<file path="src/rtl/mux_2to1.sv">
// Two-input word selector with a registered shadow copy and a select-change pulse.
// Optional macro MUX_2TO1_REG_OUT_EN drives output0 from the register instead of the mux.
module mux_2to1 #(
  parameter int               WIDTH       = 32,
  parameter logic [WIDTH-1:0] RESET_VALUE = '0
) (
  input  logic             clk,
  input  logic             reset,
  input  logic [WIDTH-1:0] input0,
  input  logic [WIDTH-1:0] input1,
  input  logic             selector,
  output logic [WIDTH-1:0] output0,
  output logic [WIDTH-1:0] output0_q,
  output logic             sel_changed
);

  logic [WIDTH-1:0] w_mux;
  logic [WIDTH-1:0] r_out_q;
  logic             r_sel_q;
  logic             r_sel_changed;

  // A plain ternary keeps X on the select visible rather than masking it.
  assign w_mux = selector ? input1 : input0;

  // Stage boundary: capture the selected word and the select history.
  always_ff @(posedge clk) begin
    if (reset) begin
      r_out_q       <= RESET_VALUE;
      r_sel_q       <= 1'b0;
      r_sel_changed <= 1'b0;
    end else begin
      r_out_q       <= w_mux;
      r_sel_q       <= selector;
      r_sel_changed <= selector ^ r_sel_q;
    end
  end

  assign output0_q   = r_out_q;
  assign sel_changed = r_sel_changed;

`ifdef MUX_2TO1_REG_OUT_EN
  assign output0 = r_out_q;
`else
  assign output0 = w_mux;
`endif

endmodule

</file>
<file path="config.mk">
export PLATFORM = sky130hd
export DESIGN_NAME = mux_2to1
export DESIGN_NICKNAME = d
export VERILOG_FILES = /design/src/rtl/mux_2to1.sv
export SDC_FILE = /design/constraint.sdc
export NUM_CORES = 1
export LEC_CHECK = 0
export BUFFER_PORTS_ARGS = -buffer_cell sky130_fd_sc_hd__buf_2
export CAP_MARGIN = 25
export CORE_UTILIZATION = 36
export CTS_CLUSTER_SIZE = 40
export DETAILED_ROUTE_END_ITERATION = 12
export PLACE_DENSITY = 0.9
export SYNTH_ARGS = -nofsm -noshare
export SYNTH_HDL_FRONTEND = slang
export SYNTH_SLANG_ARGS = --single-unit
</file>
<file path="constraint.sdc">
create_clock -name clk -period 1.3 [get_ports clk]
set_input_delay 0.26 -clock clk [delete_from_list [all_inputs] [get_ports clk]]
set_output_delay 0.26 -clock clk [all_outputs]
set_load 0.01 [all_outputs]
</file>
# --- Yosys cells after proc, flatten, opt, wreduce, memory -nomap -nowiden ---
# Cells that the tools add are included.
word_totals:
  reg_bits: 34
  output_inout_bits: 65
op_classes:
  n_mux: 1
  bitwise_logic: 1
ops:
  columns: ["op", "n"]
  rows:
  - ["32-bit two-way mux", 1]
  - ["1-bit XOR", 1]

# --- Longest topological paths before layout ---
# Gate-level depths: netlist (run 1).
logic_depth:
  depth_word: 1
  mapped_depth: 4
  ltp_nobuf: 2

# --- Least setup slack after synthesis (run 1) ---
# OpenSTA, ideal clock, no wires.
synth_timing:
  path_kind: "in2out"
  start: "in selector"
  end: "out output0[10]"
  arrival_time_ns: 0.849
  t_required_ns: 1.040
  path_slack_ns: 0.191
  path_stages: 3
  path_buffers: 2
  path_cell_list: "buf_6 buf_6 mux2_4"
synth_between:
  elab_chain_len: 1
synth_lines:
  columns: ["element", "line", "rtl"]
  rows:
  - ["start, declared", "11", "input logic selector,"]
  - ["32-bit two-way mux", "23", "assign w_mux = selector ? input1 : input0;"]
  - ["end, declared", "12", "output logic [WIDTH-1:0] output0,"]
# No other way between the ends.

# --- Worst setup path in the final report (run 1) ---
layout_timing:
  start: "in selector"
  end: "out output0[1]"
# The elaborated chain is that of the path after synthesis.

==> results of run 1 <==
## layer usage
layer | wire length (um) | GRT usage, % | share of wire (%) | vias to the layer above
met5 | 0 | 0 | 0 | -
met4 | 26 | 6.39 | 0.71 | 0
met3 | 287 | 4.75 | 7.9 | 5
met2 | 1960 | 29.3 | 54 | 76
met1 | 1370 | 15.7 | 38 | 572
li1 | - | - | - | 623
## area by class of cell
cell class                      instances  area share, %
Clock buffer                            6           3.62
Multi-Input combinational cell         67           30.0
Sequential cell                        34           29.8
Tap cell                               48           2.63
Timing Repair Buffer                  136           34.0
## worst reg2reg max path, stage by stage (launching register included)
cell	delay (ps)
dfxtp_1	300
xnor2_1	130
nor2_1	50
## Yosys cell counts
cell type	n
clkbuf_1	3
dfxtp_1	34
mux2_4	28
xnor2_1	1
nor2b_1	33
buf_6	4
mux2_2	4
nor2_1	1
## stage by stage
step                std cells  cell area (um^2)
detailed placement        283              2140
global route              291              2280
finish                    291              2280
CTS                       289              2230
floorplan                 108              1420
global placement          283              2140
## cells by family after synthesis
family / after synthesis
flip-flops: 34
AND/OR/NAND/NOR: 34
multiplexers: 32
buffers and inverters: 7
XOR/XNOR: 1
## worst min path at each step
stage	endpoint	slack, ps
2_1_floorplan	output0_q[29]	330
3_3_place_gp	sel_changed	460
3_5_place_dp	sel_changed	480
4_1_cts	output0_q[5]	320
5_1_grt	output0_q[13]	330
6_report	output0_q[5]	330
## registers in the layout, indices dropped and copies added, names as in the netlist
name and count:
output0_q 32, r_sel_q 1, sel_changed 1
## repair_timing
action | in CTS | in global routing
setup endpoints to repair | 21 | 20
gates resized for setup | 1 | 2
cloned | 0 | 2
pin swaps | 0 | 0
## power by group
part           switching, mW  internal [mW]
logic                  0.254          0.346
clock network          0.319          0.407
registers             0.0156           1.11
total                  0.589           1.87
==> out/results.ini, run 1 <==
[floorplanning]
dieArea_um2=4200
die_y_um=64.8
start_util_pct=38.2
rows=22
boundaryPins=132
die_w_um=64.8
core-area_um2=3720

[timing]
fin_crit_ps=1260
setup_slack_ps=36.0
rsz0062_at_grt=false
finalCritPeriodShare_pct=97.2
hold_viol=0
setup_tns_ps=0
hold_ws_ps=330
slew-limit-headroom_pct=80.0
fmax_mhz=791
finalClockSkew_ps=0.151
final-max-slew-violation-count=0
setup_violations=0
tightestPinTransition_ps=300

[global_route]
grt_overflow=0
grt.total_usage_pct=15.6
grt_pass1_vias=1126
grt_antenna_before_repair=0
grt_pass1_wl_mm=4.85
grt_max_degree=21

[pwr]
p_leak_nw=1.25
power_mw=2.46
p_per_area_nw_per_um2=1080
ir_drop_uv=571

[setup_path]
crit_cells=4
reg2reg_from=r_sel_q
crit_arrival_ps=1000
rrSetupSlack_ps=700
path_buf_inv=3
startpoint=selector
cpMaxStageDelayCell=mux2_2
max_stage_delay_ps=350
endpoint=output0[1]
worstPathCellList=buf_8 > buf_12 > mux2_2 > buf_2
path_max_fanout=8
reg2reg_depth=2
start_kind=primary input
worst-setup-path-type=primary input to output port
crit_required_ps=1040
cpLargestDelayFamily=buffers and inverters
endpoint_kind=output port
r2r_end=sel_changed

[routing]
drc_errors=0
avgViaCountPerCell=4.38
wire_per_inst_um=12.5
num_vias=1276
ant_nets=0
first_pass_iters=2
drt-total-wl_mm=3.64
drt_iter0_markers=18

[synth]
synth_top_area_share_pct=47.9
synth_xor_area_share_pct=0.616
synth.net_count=175
seq_area_frac_synth_pct=47.9
synth_seq_cells=34
yosys.area.top_type=dfxtp_1
yosys-top-cells-area=dfxtp_1, mux2_4, nor2b_1, buf_6, mux2_2
synth_compound_gate_area_share_pct=0
synthesis.area_um2=1420
synth_top_family_by_area=multiplexers
yosysWarnings=0
postSynthCellCount=108
syn_area_per_cell_um2=13.2
synth_mux_area_share_pct=32.7
synth_simple_gate_area_share_pct=14.8
synthAdderAreaFrac_pct=0
synth_cell_types=8

[cells_and_area]
fill_cells=311
layout-drive-gt1-share_pct=71.6
n_antenna_cell=0
syn_to_final_growth_pct=60.7
mostFrequentLayoutCell=buf_2
most-common-layout-cells=buf_2, dfxtp_1, nor2b_1
multi_input_area_um2=684
regArea_um2=681
fin_nets=311
final_util_pct=61.4

[clock_network]
clock_path_buffers=2
clock-sinks=34
post-cts-setup-buffers=0
clockRootBuffer=clkbuf_8
cts_tree=done
clk_pin_slew_ps=60
numCtsBuffers=5
cts_hold_buffers=0
htree_levels=2
clock_latency_ps=270

[hold_path]
hold_path.class=primary input to register
hp-start=input0[5]
whs_path_depth=3

[place]
portBuffers=131
gp_congestion=0.729
dp_slack_ps=-27.3
post-dp-hpwl_mm=2.83

[outcome]
status=complete, no violations

[run]
cap_violations=0

Note: power is estimated with default switching activity, not from simulation.
==> run 2, diff against run 1 <==
--- a/config.mk
+++ b/config.mk
@@ -7,10 +7,10 @@
 export LEC_CHECK = 0
 export BUFFER_PORTS_ARGS = -buffer_cell sky130_fd_sc_hd__buf_2
 export CAP_MARGIN = 25
-export CORE_UTILIZATION = 36
+export CORE_UTILIZATION = 33
 export CTS_CLUSTER_SIZE = 40
 export DETAILED_ROUTE_END_ITERATION = 12
-export PLACE_DENSITY = 0.9
+export PLACE_DENSITY = 0.87
 export SYNTH_ARGS = -nofsm -noshare
 export SYNTH_HDL_FRONTEND = slang
 export SYNTH_SLANG_ARGS = --single-unit
==> constraint.sdc (replaced) <==
create_clock -name clk -period 1.12 [get_ports clk]
set_input_delay 0.224 -clock clk [delete_from_list [all_inputs] [get_ports clk]]
set_output_delay 0.224 -clock clk [all_outputs]
set_load 0.01 [all_outputs]
==> run 2 against run 1 <==
- the flow now finishes with violations (setup timing)
- sequential power up 16%
- non-clock buffer count grew 7
- worst setup slack got worse by 76 ps
- sequential share of layout area is 3.4 points lower
- first-iteration DRC count grew to 2.6 times the previous value
- total power up 32%
- cell count rose by 3.8%
- die area up 8.8%
- critical path type unchanged
- highest routed layer unchanged
==> out/results.ini, run 2 (synthesis results as in run 1) <==
[pwr]
power_mw=3.25  ; +32%
p_leak_nw=1.37  ; +10%
p_per_area_nw_per_um2=1260  ; +17%
ir_drop_uv=610  ; +6.9%

[outcome]
violations=setup timing
status=complete, but fails checks

[setup_path]
max_stage_delay_ps=310  ; -40 ps
cpMaxStageDelayCell=mux2_4
crit_required_ps=900  ; -140 ps
start_kind=primary input
worstPathCellList=buf_12 > buf_12 > mux2_4 > buf_6
rrSetupSlack_ps=530  ; -170 ps
endpoint_kind=output port
r2r_end=sel_changed
path_max_fanout=8  ; unchanged
path_buf_inv=3  ; unchanged
reg2reg_from=r_sel_q
reg2reg_depth=2  ; unchanged
crit_arrival_ps=940  ; -60 ps
crit_cells=4  ; unchanged
cpLargestDelayFamily=buffers and inverters
path_common_cell=buf_12
worst-setup-path-type=primary input to output port

[floorplanning]
die_y_um=67.6  ; +4.3%
rows=23  ; +4.5%
boundaryPins=132  ; unchanged
start_util_pct=35.0  ; -3.2 points
die_w_um=67.6  ; +4.3%
dieArea_um2=4570  ; +8.8%
core-area_um2=4060  ; +9.2%

[cells_and_area]
syn_to_final_growth_pct=81.1
most-common-layout-cells=buf_2, dfxtp_1, nor2b_1
mostFrequentLayoutCell=buf_2
postLayoutCellArea_um2=2570  ; +13%
layout-drive-gt1-share_pct=72.6  ; +1.0 points
fin_nets=318  ; +2.3%
n_antenna_cell=0  ; unchanged
largest_reg_flops=32  ; unchanged

[place]
portBuffers=131  ; unchanged
gp_congestion=0.704  ; -3.5%
placed_area_um2=2150  ; +0.47%
post-dp-hpwl_mm=2.80  ; -0.94%

[global_route]
grt_pass1_wl_mm=5.87  ; +21%
grt.total_usage_pct=18.2  ; +2.5 points
grt_overflow=0  ; unchanged
grt_max_degree=35  ; +67%
grt_antenna_before_repair=0  ; unchanged
grt_pass1_vias=1314  ; +17%

[routing]
first_pass_iters=4  ; +2
num_vias=1317  ; +3.2%
drt-total-wl_mm=4.09  ; +12%
wire_per_inst_um=13.5  ; +8.1%
ant_nets=0  ; unchanged
drt_iter0_markers=46  ; +28
avgViaCountPerCell=4.36  ; -0.55%
drc_errors=0  ; unchanged

[hold_path]
hold_path.class=primary input to register
holdPathEnd=output0_q[31]
hp-start=input1[31]
whs_path_depth=3  ; unchanged

[timing]
fin_crit_ps=1160
setup_tns_ps=-885  ; -885 ps
finalCritPeriodShare_pct=104
tightestPinTransition_ps=153  ; -147 ps
setup_violations=29  ; +29
finalClockSkew_ps=6.69  ; +6.54 ps
final-max-slew-violation-count=0  ; unchanged
hold_viol=0  ; unchanged
rsz0062_at_grt=true
fmax_mhz=862
setup_slack_ps=-39.6  ; -75.6 ps
slew-limit-headroom_pct=89.8  ; +9.8 points

[run]
cap_violations=0  ; unchanged

[clock_network]
clock-sinks=34  ; unchanged
clockRootBuffer=clkbuf_8
cts_hold_buffers=0  ; unchanged
clock_latency_ps=280  ; about the same
numCtsBuffers=5  ; unchanged
htree_levels=2  ; unchanged
clk_pin_slew_ps=70  ; about the same
clock_path_buffers=2  ; unchanged
cts_tree=done

==> run 2: cell types whose count changed in the layout (fill, tap and decap cells not counted), sizes merged <==
cell | before | now
buf | 134 | 143
clkbuf | 8 | 5
clkinv | 0 | 2
bufinv | 0 | 1
==> run 2: metrics by stage <==
step	cells	hold WS, ps	utilization (%)	setup WS, ps
floorplan	108	296	-	52.0
global placement	286	455	53.0	-155
detailed placement	286	471	53.0	-159
CTS	300	291	62.8	-38.5
global route	302	292	63.4	-59.1
finish	302	302	63.4	-39.6
==> run 2: worst max-delay path by stage <==
stage,startpoint,end,slack (ps)
floorplan,selector,output0_q[20],50
global placement,selector,output0[10],-160
detailed placement,selector,output0[10],-160
CTS,selector,output0[9],-40
global route,selector,output0[9],-60
finish,selector,output0[17],-40
==> run 2: final cells by class <==
class                      instances  area (um^2)
clock inverter                     3         40.0
fill                             308         1480
sequential                        34          681
multi-input combinational         67          692
clock buffer                       5         68.8
tap                               50         62.6
timing repair buffer             143         1030
==> run 2: tightest hold or removal path, stage by stage <==
cell and delay, ps:
buf_2 70, mux2_2 140, nor2b_1 110
==> run 2: power breakdown <==
| group | switching [mW] | total (mW) | internal [mW] | leakage (nW) |
|---|---|---|---|---|
| registers | 0.0175 | 1.31 | 1.29 | 0.283 |
| clock network | 0.424 | 1.08 | 0.654 | 0.0579 |
| logic | 0.332 | 0.860 | 0.528 | 1.03 |
==> run 2: timing repair <==
action                                  in CTS  in global routing
resized for setup                           36                  3
cloned                                       2                  0
setup buffers                                4                  2
endpoints found under the setup margin      32                 30
==> run 2: metal layers <==
| metal | GRT usage [%] | part of all wire [%] | wire length [um] | up-vias |
|---|---|---|---|---|
| li1 | - | - | - | 635 |
| met1 | 18.4 | 35 | 1440 | 595 |
| met5 | 0 | 0 | 0 | - |
| met3 | 6.42 | 9.5 | 389 | 3 |
| met4 | 5.05 | 0.44 | 18 | 0 |
| met2 | 34.4 | 55 | 2240 | 84 |
